### src/rtl/multi_channel_driver.sv
// Multi-channel H-bridge dot driver: qualified global enable, dead-time insertion
// on turn-on and polarity reversal, and a per-channel on-time watchdog with latched fault.
module multi_channel_driver #(
  parameter int NUM_CHANNELS  = 4,
  parameter int ACTIVE_HOLD   = 4,
  parameter int DEAD_CYCLES   = 2,
  parameter int MAX_ON_CYCLES = 1000,
  parameter int CNT_WIDTH     = 10
) (
  input  logic                      clock,
  input  logic                      reset,
  input  logic                      output_active,
  input  logic [NUM_CHANNELS-1:0]   dot_enable,
  input  logic [NUM_CHANNELS-1:0]   dot_state,
  input  logic [NUM_CHANNELS-1:0]   dot_invert,
  output logic [2*NUM_CHANNELS-1:0] driver_io,
  output logic [NUM_CHANNELS-1:0]   fault,
  output logic                      busy
);

  localparam logic [1:0] ST_IDLE  = 2'd0;
  localparam logic [1:0] ST_DEAD  = 2'd1;
  localparam logic [1:0] ST_DRIVE = 2'd2;
  localparam logic [1:0] ST_FAULT = 2'd3;

  localparam int AW = $clog2(ACTIVE_HOLD + 1);
  localparam logic [AW-1:0]        HOLD    = AW'(ACTIVE_HOLD);
  localparam logic [CNT_WIDTH-1:0] DEAD_LD = CNT_WIDTH'(DEAD_CYCLES);
  localparam logic [CNT_WIDTH-1:0] ON_LAST = CNT_WIDTH'((MAX_ON_CYCLES > 0) ? (MAX_ON_CYCLES - 1) : 0);
  localparam logic [CNT_WIDTH-1:0] CNT_ONE = CNT_WIDTH'(1);

  logic [AW-1:0]           active_cnt_q, active_cnt_d;
  logic                    active_ok;
  logic [NUM_CHANNELS-1:0] req;
  logic [NUM_CHANNELS-1:0] pol;
  logic [NUM_CHANNELS-1:0] chan_busy;

  // Global qualification: output_active must be held ACTIVE_HOLD cycles
  always_comb begin
    active_cnt_d = active_cnt_q;
    if (!output_active) begin
      active_cnt_d = '0;
    end else if (active_cnt_q != HOLD) begin
      active_cnt_d = active_cnt_q + AW'(1);
    end
  end

  always_ff @(posedge clock) begin
    if (reset) begin
      active_cnt_q <= '0;
    end else begin
      active_cnt_q <= active_cnt_d;
    end
  end

  assign active_ok = (active_cnt_q == HOLD);
  assign req       = dot_enable & {NUM_CHANNELS{active_ok}};
  assign pol       = dot_state ^ dot_invert;

  for (genvar i = 0; i < NUM_CHANNELS; i++) begin : g_chan
    logic [1:0]           state_q, state_d;
    logic                 lpol_q, lpol_d;
    logic [CNT_WIDTH-1:0] dcnt_q, dcnt_d;
    logic [CNT_WIDTH-1:0] ocnt_q, ocnt_d;

    always_comb begin
      state_d = state_q;
      lpol_d  = lpol_q;
      dcnt_d  = dcnt_q;
      ocnt_d  = ocnt_q;
      case (state_q)
        ST_IDLE: begin
          if (req[i]) begin
            lpol_d = pol[i];
            if (DEAD_CYCLES == 0) begin
              state_d = ST_DRIVE;
              ocnt_d  = '0;
            end else begin
              state_d = ST_DEAD;
              dcnt_d  = DEAD_LD;
            end
          end
        end
        ST_DEAD: begin
          if (!req[i]) begin
            state_d = ST_IDLE;
          end else if (pol[i] != lpol_q) begin
            // A reversal while waiting restarts the full dead interval
            dcnt_d = DEAD_LD;
            lpol_d = pol[i];
          end else if (dcnt_q == CNT_ONE) begin
            state_d = ST_DRIVE;
            ocnt_d  = '0;
          end else begin
            dcnt_d = dcnt_q - CNT_ONE;
          end
        end
        ST_DRIVE: begin
          if (!req[i]) begin
            state_d = ST_IDLE;
          end else if (pol[i] != lpol_q) begin
            lpol_d = pol[i];
            if (DEAD_CYCLES == 0) begin
              ocnt_d = '0;
            end else begin
              state_d = ST_DEAD;
              dcnt_d  = DEAD_LD;
            end
          end else if ((MAX_ON_CYCLES != 0) && (ocnt_q == ON_LAST)) begin
            state_d = ST_FAULT;
          end else begin
            ocnt_d = ocnt_q + CNT_ONE;
          end
        end
        ST_FAULT: begin
          // Only a released request clears the fault, never output_active
          if (!dot_enable[i]) begin
            state_d = ST_IDLE;
          end
        end
        default: begin
          state_d = ST_IDLE;
        end
      endcase
    end

    always_ff @(posedge clock) begin
      if (reset) begin
        state_q <= ST_IDLE;
        lpol_q  <= 1'b0;
        dcnt_q  <= '0;
        ocnt_q  <= '0;
      end else begin
        state_q <= state_d;
        lpol_q  <= lpol_d;
        dcnt_q  <= dcnt_d;
        ocnt_q  <= ocnt_d;
      end
    end

    assign driver_io[2*i+1] = (state_q == ST_DRIVE) &&  lpol_q;
    assign driver_io[2*i]   = (state_q == ST_DRIVE) && !lpol_q;
    assign fault[i]         = (state_q == ST_FAULT);
    assign chan_busy[i]     = (state_q != ST_IDLE);
  end

  assign busy = |chan_busy;

endmodule

### config.mk
export PLATFORM = sky130hd
export DESIGN_NAME = multi_channel_driver
export DESIGN_NICKNAME = d
export VERILOG_FILES = /design/src/rtl/multi_channel_driver.sv
export SDC_FILE = /design/constraint.sdc
export NUM_CORES = 1
export LEC_CHECK = 0
export BUFFER_PORTS_ARGS = -buffer_cell sky130_fd_sc_hd__buf_2
export CAP_MARGIN = 20
export CELL_PAD_IN_SITES_DETAIL_PLACEMENT = 0
export CELL_PAD_IN_SITES_GLOBAL_PLACEMENT = 1
export CORE_ASPECT_RATIO = 0.7
export CORE_MARGIN = 5
export CORE_UTILIZATION = 43
export DETAILED_ROUTE_END_ITERATION = 16
export MAX_ROUTING_LAYER = met4
export PLACE_DENSITY_LB_ADDON = 0.1
export SYNTH_ARGS = -nofsm -noshare
export SYNTH_HDL_FRONTEND = slang
export SYNTH_SLANG_ARGS = --single-unit
### constraint.sdc
create_clock -name clock -period 4 [get_ports clock]
set_input_delay 0.2 -clock clock [delete_from_list [all_inputs] [get_ports clock]]
set_output_delay 0.2 -clock clock [all_outputs]
set_load 0.01 [all_outputs]
## Word level (Yosys, flattened, before mapping)

Index checks and enable logic that the tools add are counted.

| word-level totals | value |
|---|---|
| register bits | 95 |
| output and inout port bits | 13 |
| logic and storage cells | 277 |

| operators by class | value |
|---|---|
| $add $sub $neg | 9 |
| equality and inequality tests | 86 |
| multiplexer cells | 108 |
| bitwise operators | 3 |
| reductions and logical operators | 54 |

Operators by type and width:

| kind | count |
|---|---|
| $mux W10 | 48 |
| $pmux W10 S3 | 4 |
| $pmux W10 S2 | 4 |
| $ne A2 B2 Y1 const B | 36 |
| $mux W2 | 32 |
| $add A10 B1 Y10 const B | 4 |
| $eq A10 B1 Y1 const B | 4 |
| $eq A10 B10 Y1 const B | 4 |
| $sub A10 B1 Y10 const B | 4 |
| $ne A3 B3 Y1 const B | 13 |
| $pmux W2 S4 | 4 |
| $reduce_and A7 Y1 | 4 |
| $reduce_and A6 Y1 | 4 |
| $reduce_bool A2 Y1 | 12 |
| $reduce_and A5 Y1 | 4 |
| $eq A2 B2 Y1 const B | 8 |
| $ne A2 B1 Y1 const B | 8 |
| $ne A4 B4 Y1 const B | 4 |
| $reduce_and A4 Y1 | 4 |
| $mux W1 | 12 |
| $reduce_bool A3 Y1 | 4 |
| $reduce_or A2 Y1 | 5 |
| $eq A2 B1 Y1 const B | 4 |
| $logic_and A1 B1 Y1 | 8 |
| other kinds (10) | 22 |

## Depth between registers and ports, before layout

| depth | value |
|---|---|
| word-level depth | 5 |
| depth in mapped cells | 9 |

## Worst setup path before layout

OpenSTA, ideal clock, no wires.

| path | value |
|---|---|
| kind | flip-flop to flip-flop |
| start | register g_chan[2].dcnt_q[0] |
| end | register g_chan[2].state_q[0] |
| setup time | 123 ps |
| data arrival time | 2,301 ps |
| data required time | 3,877 ps |
| slack | 1,576 ps |
| cell stages (with the launch flop) | 7 |
| path buffers | 0 |
| period minus slack after synthesis | 2,424 ps |
| cell sequence | dfxtp_1 -> ha_1 -> or4b_4 -> or4_1 -> or3_1 -> a21oi_2 -> mux2_1 |

| on the way | value |
|---|---|
| longest elaborated chain between the ends | 3 |

Ends and longest elaborated chain:

| element | line | source |
|---|---|---|
| start, declared | 63 | `logic [CNT_WIDTH-1:0] dcnt_q, dcnt_d;` |
| start signal, assigned | 136 | `dcnt_q <= dcnt_d;` |
| $eq A10 B1 Y1 | 91 | `end else if (dcnt_q == CNT_ONE) begin` |
| $ne A3 B3 Y1 (no source line) | n/a |  |
| $reduce_and A5 Y1 (no source line) | n/a |  |
| end signal, assigned | 134 | `state_q <= state_d;` |
| end, declared | 61 | `logic [1:0] state_q, state_d;` |

No other way between the ends.
A chain may end at the register's enable or synchronous reset.

## Worst setup path in the final report

Same ends and word-level chain as after synthesis.

==> results by group <==
Outcome
  – Status: finished clean

Global routing
  – Initial antenna violation count: 0
  – GRT Util Overall: 18.17%
  – Vias in the first global route: 4741
  – First-pass GRT wire length: 23520 um
  – Largest net degree at the start of global routing: 59
  – Congestion Overflow GR: 0

Synth
  – Ys flop type: dfxtp_1
  – Most common cell in the netlist: dfxtp_1
  – Syn nets: 768
  – Ys async rst share: 0%
  – Cell variety after synth: 66
  – Netlist Area Pre-Place: 0.005829 mm2
  – Average cell area after synthesis: 8.153 um2
  – Syn Inst Count: 715
  – Synth Register Bits: 95
  – Number of synthesized flops with an enable pin: 0
  – Post-synth top area cell: dfxtp_1
  – Top post-synthesis cells by count: 95 x dfxtp_1, 68 x nor2_1, 65 x nand2_1
  – Synth area leaders: dfxtp_1 33%, ha_1 8.2%, nor2_1 4.4%
  – Register area share after synthesis: 32.63%
  – Yosys warning total: 0
  – Post-synth top area share: 32.63%

Hold path
  – Cell count of the worst hold path: 3
  – Hold Path Class: input port to register
  – Hold EP: active_cnt_q[1]$_SDFFE_PP0P_
  – Hold Startpoint: output_active

Clock tree
  – Sink Count: 95
  – Root buf cell: clkbuf_16
  – H-tree depth: 3
  – Clk_lat worst skew: 0.35 ns
  – TritonCTS Buffers: 9
  – Clock slew seen by the registers of the worst setup and hold paths: 0.07 ns
  – CTS Hold Bufs: 0
  – Post-CTS Resized: 0
  – CTS tree: built
  – Post-CTS setup buffer count: 0
  – Clock Path Buffers: 2

Worst setup path
  – Worst setup EP type: register
  – RR Endpoint: g_chan[2].state_q[0]$_SDFFE_PP0P_
  – Critical Path Source Type: register
  – Worst EP arrival: 2.86 ns
  – FF-to-FF path depth: 6
  – CP max FO: 6
  – CP startpoint: g_chan[2].dcnt_q[0]$_SDFFE_PP0P_
  – CP required: 4.23 ns
  – Worst Setup Path Type: register to register
  – Flop2flop setup slack: 1.38 ns
  – Worst flop-to-flop path startpoint: g_chan[2].dcnt_q[0]$_SDFFE_PP0P_

Layout
  – Finished Layout Cells: 925
  – Util after Layout: 48.67%
  – Nets@finish: 788
  – Area growth syn-to-layout: 10.41%
  – Antenna diodes: 0
  – Design Area, Final: 0.006436 mm2
  – Share of layout cells above drive strength 1: 9.054%
  – Filler Cell Count: 1306

STA
  – RSZ-0062 raised after global routing: false
  – Worst-margin pin slew: 0.9596 ns
  – Clk_skew: 0.01097 ns
  – Setup ws final: 1.378 ns
  – Final setup viols: 0
  – Final hold violation count: 0
  – Fmax: 0.3814 GHz
  – Setup TNS Final: 0 ns
  – Tcrit/Tclk final: 65.55%
  – Period minus WS final: 2.622 ns
  – Relative slew slack: 35.13%
  – Final-report max-slew violation count: 0

Floorplanning
  – Rows: 35
  – Die height: 107.4 um
  – Die ar.: 0.01602 mm2
  – Core box area: 0.01323 mm2
  – Starting Density: 44.08%
  – Die X-Extent: 149.2 um
  – IO Count: 28

Placement
  – Worst slack at placement: 1.344 ns
  – Post-DP HPWL: 10090 um
  – PortBufs: 27
  – Gpl congestion: 0.8712
  – Post-Place Cells: 908
  – Placed inst area: 0.006133 mm2

Pwr
  – Worst VDD drop: 0.2119 mV
  – PD cells: 339.5 mW/mm2
  – Leakage Power: 2.465 nW

Route
  – DR vias/cell: 5.707
  – 1st-iter DRT viols: 335
  – Via Count: 5279
  – Routed WL per cell: 15.18 um
  – DR pass1 iterations: 5
  – Routed Antenna Nets: 0
  – DRC Markers: 0
  – Final wirelength: 14040 um

Job
  – Max_cap viols: 0
## sequential cells by signal (all words and copies together), names as in the netlist
name            flops
g_chan.ocnt_q      40
g_chan.state_q      8
g_chan.lpol_q       4
active_cnt_q        3
g_chan.dcnt_q      40
## area by class of cell
| type | instances | area (um2) | share of cell area, % |
|---|---|---|---|
| tap | 185 | 231.5 | 3.596 |
| inverter | 33 | 123.9 | 1.925 |
| timing repair buffer | 31 | 162.7 | 2.527 |
| multi-input combinational | 565 | 3719 | 57.78 |
| sequential | 95 | 1902 | 29.55 |
| clock inverter | 7 | 72.57 | 1.128 |
| clock buffer | 9 | 225.2 | 3.499 |
## report_power, final
group / leakage (nW) / internal [mW] / switching, mW
clock: 0.142 / 0.486 / 0.391
combinational: 1.56 / 0.123 / 0.207
sequential: 0.766 / 0.961 / 0.0169
total: 2.47 / 1.57 / 0.615
## worst max-delay path, stage by stage, from the launching register on
cell and delay (ns):
dfxtp_1 0.42, ha_1 0.17, or4b_4 0.50, or4_1 0.48, or3_1 0.39, a21oi_2 0.20, mux2_1 0.34
## placed cells by master (no fill, tap or decap), types with 6 or more instances in the layout
| cell type | count |
|---|---|
| dfxtp_1 | 95 |
| nor2_1 | 68 |
| nand2_1 | 65 |
| a21oi_1 | 47 |
| ha_1 | 38 |
| o21ai_0 | 35 |
| inv_1 | 32 |
| buf_2 | 28 |
| nand4_1 | 26 |
| nor3_1 | 25 |
| nand3_1 | 19 |
| and3_1 | 15 |
| nor4_1 | 15 |
| or3_1 | 15 |
| a31oi_1 | 14 |
| mux2i_1 | 13 |
| and2_1 | 11 |
| or4_1 | 11 |
| a311oi_1 | 11 |
| xor2_1 | 10 |
| o31ai_1 | 9 |
| clkbuf_16 | 9 |
| nand2b_1 | 8 |
| a211oi_1 | 6 |
| xnor2_1 | 6 |
## logic make-up (layout without fill, tap and decap cells)
kind of cell | count (synthesis) | after routing | share of synthesized area [%]
and+or+nand+nor | 316 | 316 | 28.70
buffers and inverters | 55 | 80 | 3.584
xor gates and xnor gates | 20 | 20 | 3.949
muxes | 14 | 14 | 2.425
adders and majority gates | 38 | 38 | 8.156
AOI/OAI and AO/OA | 177 | 177 | 20.56
DFF | 95 | 95 | 32.62
## worst max path at each step
| stage | endpoint | cells after the start | slack [ns] |
|---|---|---|---|
| 4_1_cts | g_chan[0].ocnt_q[6]$_SDFFE_PP0P_ | 7 | 1.35 |
| 5_1_grt | g_chan[2].dcnt_q[1]$_SDFFE_PP0P_ | 7 | 1.10 |
| 3_3_place_gp | g_chan[0].ocnt_q[6]$_SDFFE_PP0P_ | 7 | 1.44 |
| 3_5_place_dp | g_chan[0].ocnt_q[6]$_SDFFE_PP0P_ | 7 | 1.34 |
| 2_1_floorplan | g_chan[2].state_q[0]$_SDFFE_PP0P_ | 6 | 1.58 |
| 6_report | g_chan[2].state_q[0]$_SDFFE_PP0P_ | 6 | 1.38 |
## layer usage
metal,GRT usage (%),share of wire [%],wire length (um)
met1,25.93,54,7527
met2,26.82,43,5983
met3,3.409,3.0,425
met4,3.854,0.73,102
met5,-,0,0
## per-stage QoR
stage / hold WS, ns / total power [mW]
after floorplan: 0.3699 / 1.237
after global placement: 0.4577 / 1.324
after detailed placement: 0.4694 / 1.327
after CTS: 0.1617 / 2.222
after global routing: 0.2055 / 2.304
final: 0.1540 / 2.185
No activity file was read; power rests on OpenSTA's default activity.
